===== config.mk =====
export PLATFORM = sky130hd
export DESIGN_NAME = trigger_bus_arb
export DESIGN_NICKNAME = d
export VERILOG_FILES = /design/src/rtl/trigger_bus_arb.sv
export SDC_FILE = /design/constraint.sdc
export NUM_CORES = 1
export LEC_CHECK = 0
export BUFFER_PORTS_ARGS = -buffer_cell sky130_fd_sc_hd__buf_2
export CAP_MARGIN = 20
export CORE_MARGIN = 2
export CORE_UTILIZATION = 30
export CTS_BUF_LIST = sky130_fd_sc_hd__clkbuf_16
export CTS_CLUSTER_DIAMETER = 50
export DETAILED_ROUTE_END_ITERATION = 10
export GPL_TIMING_DRIVEN = 0
export HOLD_SLACK_MARGIN = 0.05
export PLACE_DENSITY = 0.62
export SKIP_LAST_GASP = 1
export SLEW_MARGIN = 20
export SYNTH_ARGS = -nofsm -noshare
export SYNTH_HDL_FRONTEND = slang
export SYNTH_SLANG_ARGS = --single-unit

===== constraint.sdc =====
create_clock -name clk -period 1.85 [get_ports clk]
set_input_delay 0.2775 -clock clk [delete_from_list [all_inputs] [get_ports clk]]
set_output_delay 0.2775 -clock clk [all_outputs]
set_load 0.05 [all_outputs]

===== src/rtl/trigger_bus_arb.sv =====
// Round-robin arbiter sharing the trigger configuration write bus between
// RN masters, with locked bursts and a registered one-entry output stage.
module trigger_bus_arb #(
  parameter int BDW = 32,
  parameter int BAW = 6,
  parameter int RN  = 2
) (
  input  logic              clk,
  input  logic              rst,
  input  logic [RN-1:0]     req_wvalid,
  output logic [RN-1:0]     req_wready,
  input  logic [RN-1:0]     req_wlock,
  input  logic [RN*BAW-1:0] req_waddr,
  input  logic [RN*BDW-1:0] req_wdata,
  output logic [RN-1:0]     grant,
  output logic              bus_wvalid,
  input  logic              bus_wready,
  output logic [BAW-1:0]    bus_waddr,
  output logic [BDW-1:0]    bus_wdata
);

  localparam int PW = (RN > 1) ? $clog2(RN) : 1;

  typedef enum logic {
    IDLE,
    GRANT
  } state_t;

  state_t         state, state_nxt;
  logic [RN-1:0]  grant_nxt;
  logic [PW-1:0]  ptr, ptr_nxt;
  logic [PW-1:0]  owner;
  logic           owner_lock;
  logic [BAW-1:0] owner_addr;
  logic [BDW-1:0] owner_data;
  logic           out_free;
  logic           accept;

  // Output register can take a beat when empty or draining this cycle.
  assign out_free   = ~bus_wvalid | bus_wready;
  assign req_wready = grant & {RN{out_free}};
  assign accept     = |(req_wvalid & req_wready);

  // Decode the one-hot owner and select its write beat.
  always_comb begin
    owner      = '0;
    owner_lock = 1'b0;
    owner_addr = '0;
    owner_data = '0;
    for (int unsigned i = 0; i < RN; i++) begin
      if (grant[i]) begin
        owner      = PW'(i);
        owner_lock = req_wlock[i];
        owner_addr = req_waddr[i*BAW +: BAW];
        owner_data = req_wdata[i*BDW +: BDW];
      end
    end
  end

  // Next-state logic: round-robin pick in IDLE, release on an unlocked beat.
  always_comb begin
    logic          found;
    logic [PW:0]   sum;
    logic [PW-1:0] idx;
    state_nxt = state;
    grant_nxt = grant;
    ptr_nxt   = ptr;
    found     = 1'b0;
    sum       = '0;
    idx       = '0;
    case (state)
      IDLE: begin
        grant_nxt = '0;
        for (int unsigned k = 0; k < RN; k++) begin
          sum = {1'b0, ptr} + (PW+1)'(k);
          if (sum >= (PW+1)'(RN)) sum = sum - (PW+1)'(RN);
          idx = sum[PW-1:0];
          if (!found && req_wvalid[idx]) begin
            found     = 1'b1;
            grant_nxt = RN'(1) << idx;
            state_nxt = GRANT;
          end
        end
      end
      GRANT: begin
        if (accept && !owner_lock) begin
          grant_nxt = '0;
          state_nxt = IDLE;
          ptr_nxt   = (owner == PW'(RN-1)) ? '0 : owner + PW'(1);
        end
      end
      default: begin
        grant_nxt = '0;
        state_nxt = IDLE;
      end
    endcase
  end

  // Arbitration state register.
  always_ff @(posedge clk or posedge rst) begin
    if (rst) begin
      state <= IDLE;
      grant <= '0;
      ptr   <= '0;
    end else begin
      state <= state_nxt;
      grant <= grant_nxt;
      ptr   <= ptr_nxt;
    end
  end

  // One-entry output stage: load on accept, empty after transfer.
  always_ff @(posedge clk or posedge rst) begin
    if (rst) begin
      bus_wvalid <= 1'b0;
      bus_waddr  <= '0;
      bus_wdata  <= '0;
    end else if (accept) begin
      bus_wvalid <= 1'b1;
      bus_waddr  <= owner_addr;
      bus_wdata  <= owner_data;
    end else if (bus_wready) begin
      bus_wvalid <= 1'b0;
    end
  end

endmodule


### After elaboration in Yosys (flattened, before gate mapping)

Cells that the tools add are included.
Widths: inputs -> output; s select.

| storage, ports and cells | value |
|---|---|
| output and inout port bits | 43 |
| input bits | 83 |
| word-level logic and storage cells | 56 |
| flip-flop bits (word level) | 43 |

| operators by class | value |
|---|---|
| equal/unequal tests | 1 |
| bitwise logic cells | 5 |
| multiplexer cells | 27 |
| $add $sub $neg | 4 |
| shifts and indexed selects | 2 |
| reduce and logical (&&, ||, !) cells | 7 |
| $lt $le $gt $ge | 4 |

Operator list:

| kind | count |
|---|---|
| $mux 32 | 2 |
| $mux 1 | 18 |
| $mux 6 | 2 |
| $mux 2 | 3 |
| $and 2x2->2 | 2 |
| $lt 1x2->1 const B | 2 |
| $pmux 2 s2 | 1 |
| $shl 1x1->2 const A | 2 |
| $add 1x1->2 const B | 1 |
| $ge 1x2->1 const B | 1 |
| $ge 2x2->1 const B | 1 |
| $logic_and 1x1->1 | 2 |
| $logic_not 1->1 | 2 |
| $ne 2x1->1 const B | 1 |
| $not 1->1 | 2 |
| $pmux 1 s2 | 1 |
| $reduce_and 2->1 | 1 |
| $reduce_bool 2->1 | 1 |
| $reduce_or 2->1 | 1 |
| $sub 1x1->1 const B | 2 |
| $add 1x1->1 const B | 1 |
| $or 1x1->1 | 1 |

### Logic depth before layout (Yosys ltp)

| depth | value |
|---|---|
| depth after elaboration | 11 |
| depth in mapped cells | 5 |
| gate-level depth less buffers | 3 |

### Least setup slack after synthesis

OpenSTA, ideal clock, no wires.

| timing path | value |
|---|---|
| path type | reg-to-reg |
| start | register grant[0] |
| end | register bus_waddr[5] |
| cell stages (with the launch flop) | 6 |
| data required time | 1.725 ns |
| clock period less this slack | 1.747 ns |
| library setup time | 0.125 ns |
| slack | 0.103 ns |
| arrival time | 1.622 ns |
| buffers on the path | 2 |
| cell sequence | dfrtp_1 > a22oi_2 > nor2_2 > buf_6 > buf_6 > mux2_4 |

| on the way | value |
|---|---|
| word-level cells in the longest chain between the ends | 3 |
| elaborated cells on any way between the ends | 5 |
| classes of those cells | 2 x mux; 2 x bitwise; 1 x reduce/logical |

Ends and longest elaborated chain:

| item | line | source |
|---|---|---|
| start, declared | 15 | `output logic [RN-1:0] grant,` |
| start signal, assigned | 107 | `grant <= grant_nxt;` |
| $and 2x2->2 | 41 | `assign req_wready = grant & {RN{out_free}};` |
| $and 2x2->2 | 42 | `assign accept = \|(req_wvalid & req_wready);` |
| $reduce_or 2->1 | 42 |  |
| end signal, assigned | 120 | `bus_waddr <= owner_addr;` |
| end, declared | 18 | `output logic [BAW-1:0] bus_waddr,` |

Parallel ways exist; a longest one is shown, timed or not.
A chain may end at the register's enable or synchronous reset.

### Worst setup path in the final report

| timing path | value |
|---|---|
| start | register grant[1] |
| end | output req_wready[1] |

| on the way | value |
|---|---|
| word-level cells in the longest chain between the ends | 1 |

Ends and longest elaborated chain:

| item | line | source |
|---|---|---|
| $and 2x2->2 | 41 |  |
| end, declared | 11 | `output logic [RN-1:0] req_wready,` |

No other way between the ends.

==> flow_summary.ini <==
[sta]
fin_worst_hold_slack_ns = 0.2758
timing.final.ws_setup_ns = 0.2533
totalNegativeSetupSlack_ns = 0
period_minus_slack_ns = 1.597
final-max-slew-violation-count = 0
max_slew.worst_pin.slew_ns = 0.4759
final_min_period_over_clock_period = 0.8631
timing.clock.skew_ns = 0.004176
timing.fmax_mhz = 626.3
setup_viol = 0
hold_viol_final = 0
timing.max_slew.rel_slack = 0.6823
grt_setup_unrepaired = false

[grt]
globalRouteTotalUtil = 0.1290
grtUsageMet1 = 0.1618
antenna_found_initial = 0
grt_start_max_net_pins = 25
globalRouteOverflowTotal = 0
global_route_wire_length_before_repair_um = 7879
via_count_of_the_first_global_routing_pass = 1663
gr-max-usage-layer = met2
grt_use_met3 = 0.03601
grtUsageMet2 = 0.2182

[power_and_ir_drop]
power_share_of_the_sequential_group = 0.267
combinational_cell_fraction_of_total_power = 0.602
ir_drop_uv = 874.9
power.net_switching_mw = 3.052
p_clk_frac = 0.130
intPower_mw = 3.201
static_leakage_nw = 1.677
pwrdens_nw_per_um2 = 2010
switching_share = 0.4881
total_power_mw = 6.254

[placed_design]
portBuffers = 125
pre_cts_ws_ns = 0.2438
dp_cells = 384
detailed_place_hpwl_um = 4070
placed_area_um2 = 2964
gp_routability_congestion = 0.8315

[yosys]
main_combinational_cell_family_by_area_after_synthesis = multiplexers
ys_async_sr_fraction = 1.000
synth.yosys.warnings = 0
ys_seq_elements = 43
synthCells = 159
yosys.area_share.xor_xnor = 0
synth-compound-area-share = 0.1865
synth-edff-count = 0
synth_top_cell_area_share = 0.4920
muxShareOfSynthArea = 0.2277
synthAdderAreaFrac = 0
share_of_synthesized_cell_area_in_and_or_nand_and_nor_gates = 0.03490
yosysUniqueCellTypes = 27
top_ff_cell_synth = dfrtp_1
synth-seq-area-share = 0.4920
synthTopCellsByArea = dfrtp_1, a22o_1, mux2_4
synthesis.area_per_instance_um2 = 13.76
yosysTopAreaCell = dfrtp_1
synthesis.nets = 242
post_synth_instance_area_um2 = 2187

[die]
fp.dieW_um = 89.39
starting_density_of_the_core = 0.3065
num_rows = 31
floorplan.core_area_um2 = 7137
die-area_um2 = 7990
floorplan.die.height_um = 89.39
total_i_o_pin_count = 126

[worst_setup_path]
reg2regPathDepth = 5
end_kind = output pin
path_depth = 3
worst_path_dominant_cell_family = buffers and inverters
worst_path_max_delay_cell = dfrtp_1
cp_cell_sequence = buf_4 > and2_1 > clkbuf_4
rrSetupSlack_ns = 0.28
regToRegStartpoint = grant[0]
end_of_the_worst_register_to_register_path = bus_wdata[20]
setup.worst_path.start_class = flop
cp.arrival_ns = 1.32
setup.worst_path.class = flop to output pin
path_buf_inv = 2
slowest_delay_ns = 0.40
required_ns = 1.57
crit_path_max_fanout = 19
crit_path_start = grant[1]
worst_setup_path_endpoint = req_wready[1]

[route]
vias_per_cell = 4.594
drcViolationCount = 0
drt_wl_total_um = 5288
final_antenna_net_count = 0
drt_iter0_markers = 40
wire_per_inst_um = 13.49
drtPass1Iterations = 4
routed-via-count = 1801

[clock_network]
clk_pin_slew_worst_paths_ns = 0.06
tritoncts = yes
clk_root_buffer_cell = clkbuf_16
h-tree-depth = 2
maximum_clock_path_buffer_count = 2
cts.sink_count = 43
worst_skew_late_latency_ns = 0.28
cts_setup_buffers = 0
cts_inserted_buffers = 5

[final_layout]
fillerInstances = 713
diodes = 0
design_area_um2 = 3112
post_layout_nonfiller_instances = 392
drive_above_1_share = 0.6280
design.final.nets = 375
flow.area_growth_from_synthesis_pct = 42.28
final_util = 0.4360

[min_path]
hold_wc_path_type = input port to flop

[outcome]
run_status = finished, final reports clean

[run]
max-cap-violations = 0
==> cell usage after synthesis, types with 3 or more instances <==
| master | instances |
|---|---|
| nand2_1 | 3 |
| dfrtp_1 | 43 |
| a22o_1 | 38 |
| buf_2 | 4 |
| inv_1 | 3 |
| mux2_2 | 18 |
| mux2_4 | 19 |
| buf_6 | 6 |
==> power by group through the flow <==
stage	Clock, mW	Sequential [mW]	Combinational (mW)
after floorplan	0	3.21	1.41
after global placement	0	1.66	3.77
after detailed placement	0	1.68	3.80
after CTS	0.850	1.67	3.82
after global routing	0.892	1.73	3.96
final	0.816	1.67	3.77
==> metal layers <==
layer  vias to the layer above  share of wire
li1                        878              -
met1                       845           0.45
met2                        71           0.48
met3                         7          0.064
met4                         0          0.010
met5                         -              0
==> placed cells by master (no fill, tap or decap), types with 2 or more instances in the layout <==
cell type  Yosys  routed
buf_2          4     126
dfrtp_1       43      43
a22o_1        38      38
mux2_4        19      19
mux2_2        18      18
buf_6          6       6
clkbuf_16      0       5
inv_1          3       4
nand2_1        3       3
buf_4          1       2
nor2b_1        2       2
nand3b_1       2       2
nand4_1        2       2
o21ai_0        2       2
clkbuf_1       2       2
and2_1         2       2
==> sequential cells by signal (all words and copies together) (netlist names) <==
register    flops
grant           2
bus_wvalid      1
bus_wdata      32
ptr             1
state           1
bus_waddr       6
==> final cells by class <==
type / instances / area, µm² / area share
Buffer: 13 / 115.1 / 0.03699
Clock buffer: 5 / 125.1 / 0.04021
Clock inverter: 3 / 12.51 / 0.004021
Inverter: 3 / 11.26 / 0.003619
Multi-Input combinational cell: 99 / 982.2 / 0.3156
Sequential cell: 43 / 1076 / 0.3458
Tap cell: 99 / 123.9 / 0.03981
Timing Repair Buffer: 127 / 665.6 / 0.2139
==> worst min path at each step <==
stage                        startpoint       endpoint  slack [ns]  cells past startpoint
after detailed placement            rst  bus_wdata[23]        0.32                      2
after CTS                 req_wdata[49]  bus_wdata[17]        0.27                      3
after global routing      req_wdata[49]  bus_wdata[17]        0.27                      3
final                     req_wdata[49]  bus_wdata[17]        0.28                      3
after global placement     bus_wdata[8]   bus_wdata[8]        0.49                      1
after floorplan           req_wvalid[1]          state        0.42                      1
==> repair_timing <==
action	4_1_cts	5_1_grt
setup endpoints to repair	1	1
endpoints found under the hold margin	19	0
pin swaps	0	0
hold buffers	1	0
resized for setup	1	1
==> worst register-to-register path, cell delays in order (launching register included) <==
cell,delay [ns]
dfrtp_1,0.47
a22oi_2,0.14
nor2_2,0.15
buf_6,0.18
buf_6,0.19
mux2_4,0.31
==> logic make-up after synthesis <==
kind of cell,after synthesis
AOI/OAI and AO/OA,48
DFF,43
muxes,38
and+or+nand+nor,13
buffers and inverters,17
Note: power is estimated with default switching activity, not from simulation.
